--- src/rtl/instr_fetch_unit.sv ---
// Instruction fetch unit: owns the PC, reads a combinational instruction memory and
// presents each fetched instruction through a registered valid/ready slot.
module instr_fetch_unit #(
    parameter int unsigned     XLEN     = 32,
    parameter logic [XLEN-1:0] RESET_PC = '0,
    parameter int unsigned     CNT_W    = 16
) (
    input  logic             clk,
    input  logic             reset,
    input  logic             en,
    output logic [XLEN-1:0]  imem_addr,
    input  logic [XLEN-1:0]  imem_instr,
    input  logic             redirect_valid,
    input  logic [XLEN-1:0]  redirect_target,
    output logic             out_valid,
    input  logic             out_ready,
    output logic [XLEN-1:0]  out_instr,
    output logic [XLEN-1:0]  out_pc,
    output logic             fault,
    output logic [XLEN-1:0]  fault_addr,
    output logic [CNT_W-1:0] fetch_count
);

    typedef enum logic {StRun, StFault} state_e;

    state_e           r_state, w_state_next;
    logic [XLEN-1:0]  r_pc, w_pc_next;
    logic             r_out_valid, w_out_valid_next;
    logic [XLEN-1:0]  r_out_instr, w_out_instr_next;
    logic [XLEN-1:0]  r_out_pc, w_out_pc_next;
    logic             r_fault, w_fault_next;
    logic [XLEN-1:0]  r_fault_addr, w_fault_addr_next;
    logic [CNT_W-1:0] r_fetch_count, w_fetch_count_next;
    logic             w_fire;

    // A slot can be refilled when empty or when its current content leaves this cycle.
    assign w_fire = en & (~r_out_valid | out_ready);

    always_ff @(posedge clk or posedge reset) begin
        if (reset) begin
            r_state       <= StRun;
            r_pc          <= RESET_PC;
            r_out_valid   <= 1'b0;
            r_out_instr   <= '0;
            r_out_pc      <= '0;
            r_fault       <= 1'b0;
            r_fault_addr  <= '0;
            r_fetch_count <= '0;
        end else begin
            r_state       <= w_state_next;
            r_pc          <= w_pc_next;
            r_out_valid   <= w_out_valid_next;
            r_out_instr   <= w_out_instr_next;
            r_out_pc      <= w_out_pc_next;
            r_fault       <= w_fault_next;
            r_fault_addr  <= w_fault_addr_next;
            r_fetch_count <= w_fetch_count_next;
        end
    end

    always_comb begin
        w_state_next       = r_state;
        w_pc_next          = r_pc;
        w_out_valid_next   = r_out_valid;
        w_out_instr_next   = r_out_instr;
        w_out_pc_next      = r_out_pc;
        w_fault_next       = r_fault;
        w_fault_addr_next  = r_fault_addr;
        w_fetch_count_next = r_fetch_count;

        unique case (r_state)
            StRun: begin
                if (redirect_valid) begin
                    // Redirect flushes the slot even if decode would have taken it.
                    w_out_valid_next = 1'b0;
                    if (redirect_target[1:0] == 2'b00) begin
                        w_pc_next = redirect_target;
                    end else begin
                        w_fault_next      = 1'b1;
                        w_fault_addr_next = redirect_target;
                        w_state_next      = StFault;
                    end
                end else if (w_fire) begin
                    w_out_instr_next = imem_instr;
                    w_out_pc_next    = r_pc;
                    w_out_valid_next = 1'b1;
                    w_pc_next        = r_pc + XLEN'(4);
                    if (r_fetch_count != '1) begin
                        w_fetch_count_next = r_fetch_count + CNT_W'(1);
                    end
                end else if (r_out_valid && out_ready) begin
                    w_out_valid_next = 1'b0;
                end
            end
            StFault: begin
                w_out_valid_next = 1'b0;
            end
            default: begin
                w_state_next = StFault;
            end
        endcase
    end

    assign imem_addr   = r_pc;
    assign out_valid   = r_out_valid;
    assign out_instr   = r_out_instr;
    assign out_pc      = r_out_pc;
    assign fault       = r_fault;
    assign fault_addr  = r_fault_addr;
    assign fetch_count = r_fetch_count;

endmodule

--- config.mk ---
export PLATFORM = sky130hd
export DESIGN_NAME = instr_fetch_unit
export DESIGN_NICKNAME = d
export VERILOG_FILES = /design/src/rtl/instr_fetch_unit.sv
export SDC_FILE = /design/constraint.sdc
export NUM_CORES = 1
export LEC_CHECK = 0
export BUFFER_PORTS_ARGS = -buffer_cell sky130_fd_sc_hd__buf_2
export CAP_MARGIN = 5
export CORE_MARGIN = 8
export CORE_UTILIZATION = 40
export DETAILED_ROUTE_END_ITERATION = 16
export PLACE_DENSITY_LB_ADDON = 0.1
export SLEW_MARGIN = 20
export SYNTH_ARGS = -nofsm -noshare
export SYNTH_HDL_FRONTEND = slang
export SYNTH_SLANG_ARGS = --single-unit
--- constraint.sdc ---
create_clock -name clk -period 10.6 [get_ports clk]
set_input_delay 1.06 -clock clk [delete_from_list [all_inputs] [get_ports clk]]
set_output_delay 1.06 -clock clk [all_outputs]
set_load 0.01 [all_outputs]
==> results of run 1 <==
==> cell type report <==
cell class / count / area, um^2 / area share
flip-flops and latches: 147 / 3680 / 0.437
multi-input cells: 467 / 2730 / 0.324
repair buffers: 216 / 1090 / 0.129
clock buffers: 21 / 470 / 0.0559
well taps: 220 / 275 / 0.0327
clock inverters: 11 / 149 / 0.0177
inverters: 7 / 31.3 / 0.00372
==> flip-flops by register name (all words and copies together) (netlist names) <==
name         count
out_instr       32
fault            1
out_pc          32
fetch_count     16
imem_addr       32
fault_addr      32
r_state          1
out_valid        1
==> layer usage <==
metal,up-vias,track usage
met5,-,0
met3,18,0.0617
met1,2719,0.244
li1,2700,-
met2,167,0.302
met4,0,0.0548
==> how the worst max path moves through the flow <==
stage / slack (ps) / cells after the start / end
6_report: 7450 / 5 / fetch_count[1]$_DFFE_PP0P_
3_3_place_gp: 7060 / 5 / fetch_count[1]$_DFFE_PP0P_
5_1_grt: 7250 / 5 / fetch_count[1]$_DFFE_PP0P_
2_1_floorplan: 5590 / 1 / fault$_DFFE_PP0P_
3_5_place_dp: 6990 / 5 / fetch_count[1]$_DFFE_PP0P_
4_1_cts: 7440 / 5 / fetch_count[1]$_DFFE_PP0P_
==> power by group through the flow <==
stage / Sequential (mW) / Clock [mW] / Combinational (mW)
after floorplan: 0.707 / 0 / 0.0861
after global placement: 0.688 / 0 / 0.212
after detailed placement: 0.690 / 0 / 0.215
after CTS: 0.681 / 0.641 / 0.216
after global routing: 0.691 / 0.670 / 0.235
final: 0.680 / 0.631 / 0.211
==> synthesized netlist by cell type, drive strengths merged (3+ instances only) <==
cell type  instances
buf               23
nand2            199
mux2              33
nor3              11
dfrtp            147
nor4               5
nor2              25
a311oi             5
nand3             29
and3              17
nand4             16
a21oi             23
a2bb2oi            3
o22ai              9
a211oi             8
clkbuf            12
a31oi              6
o21ai             20
and4               8
xnor2             12
inv                7
and2               4
==> through the flow <==
step | std cells | cell area [um^2]
after CTS | 1089 | 8420
after floorplan | 656 | 6600
after detailed placement | 1057 | 7800
after global routing | 1089 | 8420
after global placement | 1057 | 7800
final | 1089 | 8420
==> logic make-up (layout without fill, tap and decap cells) <==
group                      Yosys count  after routing  synth area share
adders and majority gates            2              2           0.00379
and+or+nand+nor                    321            321             0.229
xor gates and xnor gates            13             13            0.0173
AOI/OAI and AO/OA                   96             96             0.101
muxes                               35             35            0.0594
DFF                                147            147             0.558
buffers and inverters               42            255            0.0322
==> worst max-delay path, cell delays in order <==
cell,delay [ps]
buf_2,380
nor2_2,310
nand3_4,700
a21oi_2,580
mux2_2,380
==> flow_summary.yaml, run 1 <==
global_routing:
  grt_pass1_vias: 5647
  grt_pass1_wl_mm: 30.8
  antenna_found_initial: 0
  grt_max_degree: 90
  grtUsageTotal: 0.190
  grt_overflow: 0
power:
  power_switching_mw: 0.414
  clock_power_share: 0.414
  p_total_mw: 1.52
  peakVddDrop_v: 0.000112
  p_seq_frac: 0.447
  power_leakage_nw: 4.36
  combPwrFrac: 0.139
  power_switching_share: 0.272
  power.density_nw_per_um2: 181
  internal_power_mw: 1.11
setup_path:
  worstSetupPathType: "input pin to flop"
  reg2reg_from: "r_state$_DFF_PP0_"
  critPathLaunch: "redirect_valid"
  required_ps: 10910
  reg2reg_to: "fetch_count[1]$_DFFE_PP0P_"
  start_kind: "input pin"
  r2r_cells: 4
  cp_max_fo: 76
  r2r_slack_ps: 8130
  crit_path_end_kind: "flop"
  worst_ep_arrival_time_ps: 3450
yosys:
  synth_warnings: 0
  synth_seq_cells: 147
  ys_top_cells_by_area: "dfrtp_1 56%, nand2_1 11%, mux2_2 5.6%"
  syn_inst: 656
  synth_edf_count: 0
  synth.largest_area_cell: "dfrtp_1"
  async_reset_ff_frac: 1.00
  synth.distinct_cells: 70
  synth_area_per_cell_um2: 10.1
  synth.cell_area_um2: 6600
  synth.net_count: 727
  seq_area_frac_synth: 0.558
  ys.flop_type: "dfrtp_1"
  synth_top_area_frac: 0.558
die:
  core-area_um2: 16300
  io_pins: 215
  die_h_um: 144
  die_w_um: 144
  dieArea_um2: 20900
  rows: 47
  start_util: 0.404
sta:
  finalSetupViolations: 0
  holdWs_ps: 468
  hold_viol_final: 0
  skew_ps: 8.71
  period_share: 0.297
  drv_slew: 0
  fin_tns_setup_ps: 0
  clock.fmax_mhz: 318
  slew_headroom: 0.313
  fin_crit_ps: 3150
  worst_slew_pin_slew_ps: 1030
  setup_ws_ps: 7450
  rsz0062_at_grt: "false"
cts:
  insertion_delay_ps: 420
  clk_pin_slew_ps: 60
  cts_sinks: 147
  root_buffer: "clkbuf_16"
  cts_buffers: 17
  cts_tree: "done"
  htree_num_levels: 4
  hold_buffers: 0
  postCtsSetupBuffers: 0
  cts_resized: 0
  cts_buffer_depth: 2
layout:
  postLayoutCoreUtil: 0.515
  final_cell_mix: "214 x buf_2, 198 x nand2_1, 147 x dfrtp_1"
  final_nets: 927
  syn2layout_area_growth_pct: 27.6
  nFillCells: 1557
  final_common_cell: "buf_2"
  drive_gt1_frac: 0.357
  diodes: 0
drt:
  ant_nets: 0
  dr_wl_met3_mm: 1.59
  top_layer_used: "met4"
  wl_per_cell_um: 17.8
  drt_drc_violations_left: 0
  vias_per_cell: 5.15
  drt_iter0_markers: 329
  wl_mm: 19.4
  first_pass_iters: 4
  wl_met2_mm: 9.06
  dr_total_vias: 5604
  wl_met1_mm: 8.52
place:
  port_buffers: 214
  hpwlAfterDp_mm: 13.7
  post-place-ws_ps: 6990
  gp_congestion: 0.829
min_path:
  hold_start: "out_instr[28]$_DFFE_PP0P_"
  holdPathStages: 2
  hold-path-endpoint: "out_instr[28]$_DFFE_PP0P_"
  min_path_type: "flop to flop"
run_status:
  status: "completed"
flow_run:
  cap_violations: 0
(Power assumes the default switching activity.)
==> inputs of run 2 (changes only) <==
Settings changed: ABC_AREA from default to 1.
Clock period 10.6 ns to 2.9 ns, I/O delays scaled along.
==> flow_summary.yaml, run 2 <==
yosys:
  synth_top_area_frac: 0.527
  ys_top_cells_by_area: "dfrtp_1 53%, nand2_1 20%, o21ai_0 4.8%"
  synth_edf_count: 0
  synth.distinct_cells: 31
  synth_area_per_cell_um2: 7.82
  synth.net_count: 963
  synth_warnings: 0
  ys.flop_type: "dfrtp_1"
  ys_top_cells_by_count: "363 x nand2_1, 147 x dfrtp_1, 84 x inv_1, 67 x o21ai_0, 53 x nor2_1"
  synth_seq_cells: 147
  async_reset_ff_frac: 1.00
  seq_area_frac_synth: 0.527
  synth.most_common_cell: "nand2_1"
  synth.largest_area_cell: "dfrtp_1"
  synth.cell_area_um2: 6980
  syn_inst: 892
sta:
  slew_headroom: 0.518
  fin_tns_setup_ps: 0
  hold_viol_final: 0
  setup_ws_ps: 1080
  worst_slew_pin_slew_ps: 721
  rsz0062_at_grt: "false"
  skew_ps: 9.96
  finalSetupViolations: 0
  clock.fmax_mhz: 548
  fin_crit_ps: 1820
  drv_slew: 0
  period_share: 0.629
setup_path:
  r2r_slack_ps: 1080
  slowest_stage: "dfrtp_1"
  worst_ep_arrival_time_ps: 2130
  crit_path_end_kind: "flop"
  slowest_delay_ps: 410
  required_ps: 3210
  worstPathCellList: "ha_1, nand2_1, nor2_2, nand2_2, nor2_2, nand2_1, nand2_1, nand3_1, nand2_1, nand2_1"
  worstSetupPathType: "flop to flop"
  start_kind: "flop"
  cp_top_family: "simple AND/OR/NAND/NOR gates"
  cp_max_fo: 7
  cpMostUsedCell: "nand2_1"
  critPathBufInv: 0
drt:
  wl_per_cell_um: 15.6
  wl_mm: 20.9
  ant_nets: 0
  drt_iter0_markers: 284
  dr_total_vias: 6290
  vias_per_cell: 4.70
  drt_drc_violations_left: 0
  first_pass_iters: 6
cts:
  cts_sinks: 147
  cts_tree: "done"
  postCtsSetupBuffers: 0
  cts_buffers: 17
  htree_num_levels: 4
  root_buffer: "clkbuf_16"
  clk_pin_slew_ps: 60
  insertion_delay_ps: 420
  cts_buffer_depth: 2
  cts_resized: 0
layout:
  syn2layout_area_growth_pct: 26.4
  final_cell_mix: "363 x nand2_1, 214 x buf_2, 147 x dfrtp_1"
  final_nets: 1172
  drive_gt1_frac: 0.251
  diodes: 0
  nFillCells: 1768
  final_common_cell: "nand2_1"
  postLayoutCoreUtil: 0.513
power:
  power.density_nw_per_um2: 661
  p_seq_frac: 0.447
  combPwrFrac: 0.195
  power_leakage_nw: 4.84
  power_switching_mw: 1.82
  internal_power_mw: 4.01
  clock_power_share: 0.359
  power_switching_share: 0.313
  peakVddDrop_v: 0.000438
global_routing:
  grt_pass1_vias: 6239
  grt_pass1_wl_mm: 33.2
  antenna_found_initial: 1
  grtUsageTotal: 0.192
  grt_overflow: 0
  grt_max_degree: 93
flow_run:
  cap_violations: 0
run_status:
  status: "completed"
die:
  die_h_um: 148
  rows: 48
  die_w_um: 148
  start_util: 0.406
  dieArea_um2: 21900
  io_pins: 215
  core-area_um2: 17200
place:
  post-place-ws_ps: 920
  port_buffers: 214
  gp_congestion: 0.870
  hpwlAfterDp_mm: 15.7
min_path:
  min_path_type: "input pin to flop"
## run 2: layer usage
metal | vias to the layer above | GRT usage | wire length (um)
li1 | 3204 | - | -
met1 | 2889 | 0.229 | 8580
met2 | 167 | 0.328 | 10600
met3 | 28 | 0.0559 | 1390
met4 | 2 | 0.0602 | 339
met5 | - | 0 | 12
## run 2: worst reg2reg max path: cells and delay by family, from the launching register on
family / cells / cell delay [ps]
DFF: 1 / 410
adders and majority gates: 1 / 190
and+or+nand+nor: 9 / 1130
## run 2: area by class of cell
class,count,area (um^2),share of cell area
Tap cell,225,282,0.0319
Clock buffer,20,457,0.0518
Sequential cell,147,3680,0.417
Inverter,90,344,0.0390
Multi-Input combinational cell,621,2770,0.314
Clock inverter,12,106,0.0121
Timing Repair Buffer,224,1190,0.134
## run 2: power groups by stage
stage	clock network, mW	logic (mW)	registers (mW)
6_report	2.09	1.13	2.61
5_1_grt	2.22	1.28	2.65
4_1_cts	2.15	1.17	2.61
3_5_place_dp	0	1.17	2.64
3_3_place_gp	0	1.15	2.64
2_1_floorplan	0	0.457	2.73
## run 2: repair_timing
| action | 4_1_cts | 5_1_grt |
|---|---|---|
| hold endpoints to repair | 3 | 0 |
| setup endpoints to repair | 0 | 0 |
| hold buffers | 1 | 0 |
## run 2: worst paths after layout
check                                          start  depth (start not counted)                          to
setup / recovery            imem_addr[3]$_DFFE_PP0P_                         10   imem_addr[26]$_DFFE_PP0P_
hold / removal                        imem_instr[28]                          3   out_instr[28]$_DFFE_PP0P_
setup reg to reg            imem_addr[3]$_DFFE_PP0P_                         10   imem_addr[26]$_DFFE_PP0P_
hold reg to reg            out_instr[31]$_DFFE_PP0P_                          2   out_instr[31]$_DFFE_PP0P_
max in group asynchronous                      reset                          4   out_instr[11]$_DFFE_PP0P_
min in group asynchronous                      reset                          3  fault_addr[26]$_DFFE_PP0P_
## run 2: cells by family (layout without fill, tap and decap cells)
family,count (synthesis),after routing,share of synthesized area
simple gates,482,482,0.278
flops,147,147,0.527
buf+inv,124,346,0.0766
compound gates,113,113,0.0821
xor+xnor,18,18,0.0226
mux,6,6,0.00968
fa+ha+maj,2,2,0.00358
## run 2: stage by stage
stage,instances,area [um^2],hold slack [ps],power [mW]
2_1_floorplan,892,6980,407,3.19
3_3_place_gp,1306,8250,442,3.79
3_5_place_dp,1306,8250,444,3.80
4_1_cts,1339,8820,50.1,5.93
5_1_grt,1339,8820,51.3,6.16
6_report,1339,8820,70.6,5.83
==> inputs of run 3 (changes only) <==
Clock period 2.9 ns to 1.6 ns, I/O delays scaled along.
==> flow_summary.yaml, run 3 (synthesis gave the netlist of run 2 again) <==
sta:
  holdWs_ps: 15.5
  worst_slew_pin_slew_ps: 440
  hold_viol_final: 0
  fin_crit_ps: 1510
  drv_slew: 0
  period_share: 0.946
  slew_headroom: 0.706
  clock.fmax_mhz: 661
  skew_ps: 6.21
  finalSetupViolations: 0
  rsz0062_at_grt: "true"
  fin_tns_setup_ps: 0
global_routing:
  grtUsageTotal: 0.197
  grt_pass1_wl_mm: 34.1
  grt_pass1_vias: 6465
  antenna_found_initial: 1
  grt_max_degree: 93
  grt_overflow: 0
layout:
  multi_input_area_um2: 2880
  final_nets: 1246
  final_cell_mix: "358 x nand2_1, 214 x buf_2, 138 x dfrtp_1"
  nFillCells: 1696
  stdcell_count: 1413
  final_common_cell: "nand2_1"
  drive_gt1_frac: 0.286
  postLayoutCoreUtil: 0.563
  register_area_um2: 3690
  syn2layout_area_growth_pct: 38.6
power:
  p_total_mw: 10.8
  power_leakage_nw: 5.22
  power.density_nw_per_um2: 1120
  peakVddDrop_v: 0.000783
setup_path:
  r2r_cells: 8
  cp_max_fo: 4
  cp_top_family: "buffers and inverters"
  cpMostUsedCell: "buf_4"
  slowest_delay_ps: 350
  slowest_stage: "dfrtp_1"
  worstSetupPathType: "flop to flop"
  start_kind: "flop"
  required_ps: 1900
  worstPathCellList: "buf_4, inv_1, nor2_1, buf_4, nand3_1, xnor2_1, o21ai_0, nand2_1"
  worst_ep_arrival_time_ps: 1810
  critPathBufInv: 3
  crit_cells: 8
  crit_path_end_kind: "flop"
cts:
  cts_buffers: 17
  clk_pin_slew_ps: 60
  cts_buffer_depth: 2
  root_buffer: "clkbuf_16"
  insertion_delay_ps: 410
  cts_sinks: 147
  htree_num_levels: 4
  cts_tree: "done"
drt:
  wl_per_cell_um: 15.3
  wl_mm: 21.6
  dr_total_vias: 6547
  ant_nets: 0
  drt_iter0_markers: 336
  drt_drc_violations_left: 0
  vias_per_cell: 4.63
  first_pass_iters: 5
min_path:
  holdPathStages: 2
  min_path_type: "input pin to flop"
die:
  io_pins: 215
  core-area_um2: 17200
  rows: 48
  die_h_um: 148
  start_util: 0.406
  dieArea_um2: 21900
  die_w_um: 148
place:
  gp_congestion: 0.857
  port_buffers: 214
  hpwlAfterDp_mm: 16.2
  place_inst: 1339
run_status:
  status: "completed"
flow_run:
  cap_violations: 0
## run 3: worst paths after layout
check                                               from                         end  slack (ps)
worst max-delay path            imem_addr[2]$_DFFE_PP0P_   imem_addr[11]$_DFFE_PP0P_          90
worst min register to register  out_instr[7]$_DFFE_PP0P_    out_instr[7]$_DFFE_PP0P_         460
max in group asynchronous                          reset    imem_addr[4]$_DFFE_PP0P_         750
worst min-delay path                 redirect_target[18]  fault_addr[18]$_DFFE_PP0P_          20
min in group asynchronous                          reset  fault_addr[27]$_DFFE_PP0P_         300
worst max register to register  imem_addr[2]$_DFFE_PP0P_   imem_addr[11]$_DFFE_PP0P_          90
## run 3: timing repair
item / CTS / global route
buffers inserted: 0 / 5
endpoints found under the setup margin: 0 / 44
resized for setup: 0 / 42
endpoints found under the hold margin: 44 / 0
hold buffers: 37 / 0
## run 3: layout make-up
class,instances,area share
Antenna cell,1,0.000259
Clock buffer,27,0.0520
Clock inverter,4,0.00491
Inverter,90,0.0356
Multi-Input combinational cell,621,0.298
Sequential cell,147,0.381
Tap cell,225,0.0291
Timing Repair Buffer,298,0.199
## run 3: worst reg2reg max path, delay by kind of cell, from the launching register on
| family | cells | cell delay [ps] |
|---|---|---|
| buffers and inverters | 3 | 360 |
| AND/OR/NAND/NOR | 3 | 350 |
| flip-flops | 1 | 350 |
| XOR/XNOR | 1 | 190 |
| AO/OA/AOI/OAI | 1 | 150 |
## run 3: per-layer routing
| layer | wire [um] | global-route usage | vias to the layer above |
|---|---|---|---|
| met5 | 0 | 0 | - |
| li1 | - | - | 3346 |
| met1 | 8880 | 0.230 | 3025 |
| met3 | 1340 | 0.0586 | 17 |
| met2 | 11200 | 0.345 | 159 |
| met4 | 236 | 0.0515 | 0 |
## run 3: metrics by stage
stage               setup slack (ps)  area (um^2)
finish                          87.0         9670
CTS                             9.17         9490
detailed placement              28.1         8570
global route                   -35.9         9670
global placement                18.5         8570
floorplan                       -407         6990
## run 3: where the power goes
group	internal [mW]	total, mW	switching (mW)
combinational	0.988	2.37	1.38
sequential	4.26	4.70	0.435
clock	2.29	3.77	1.47
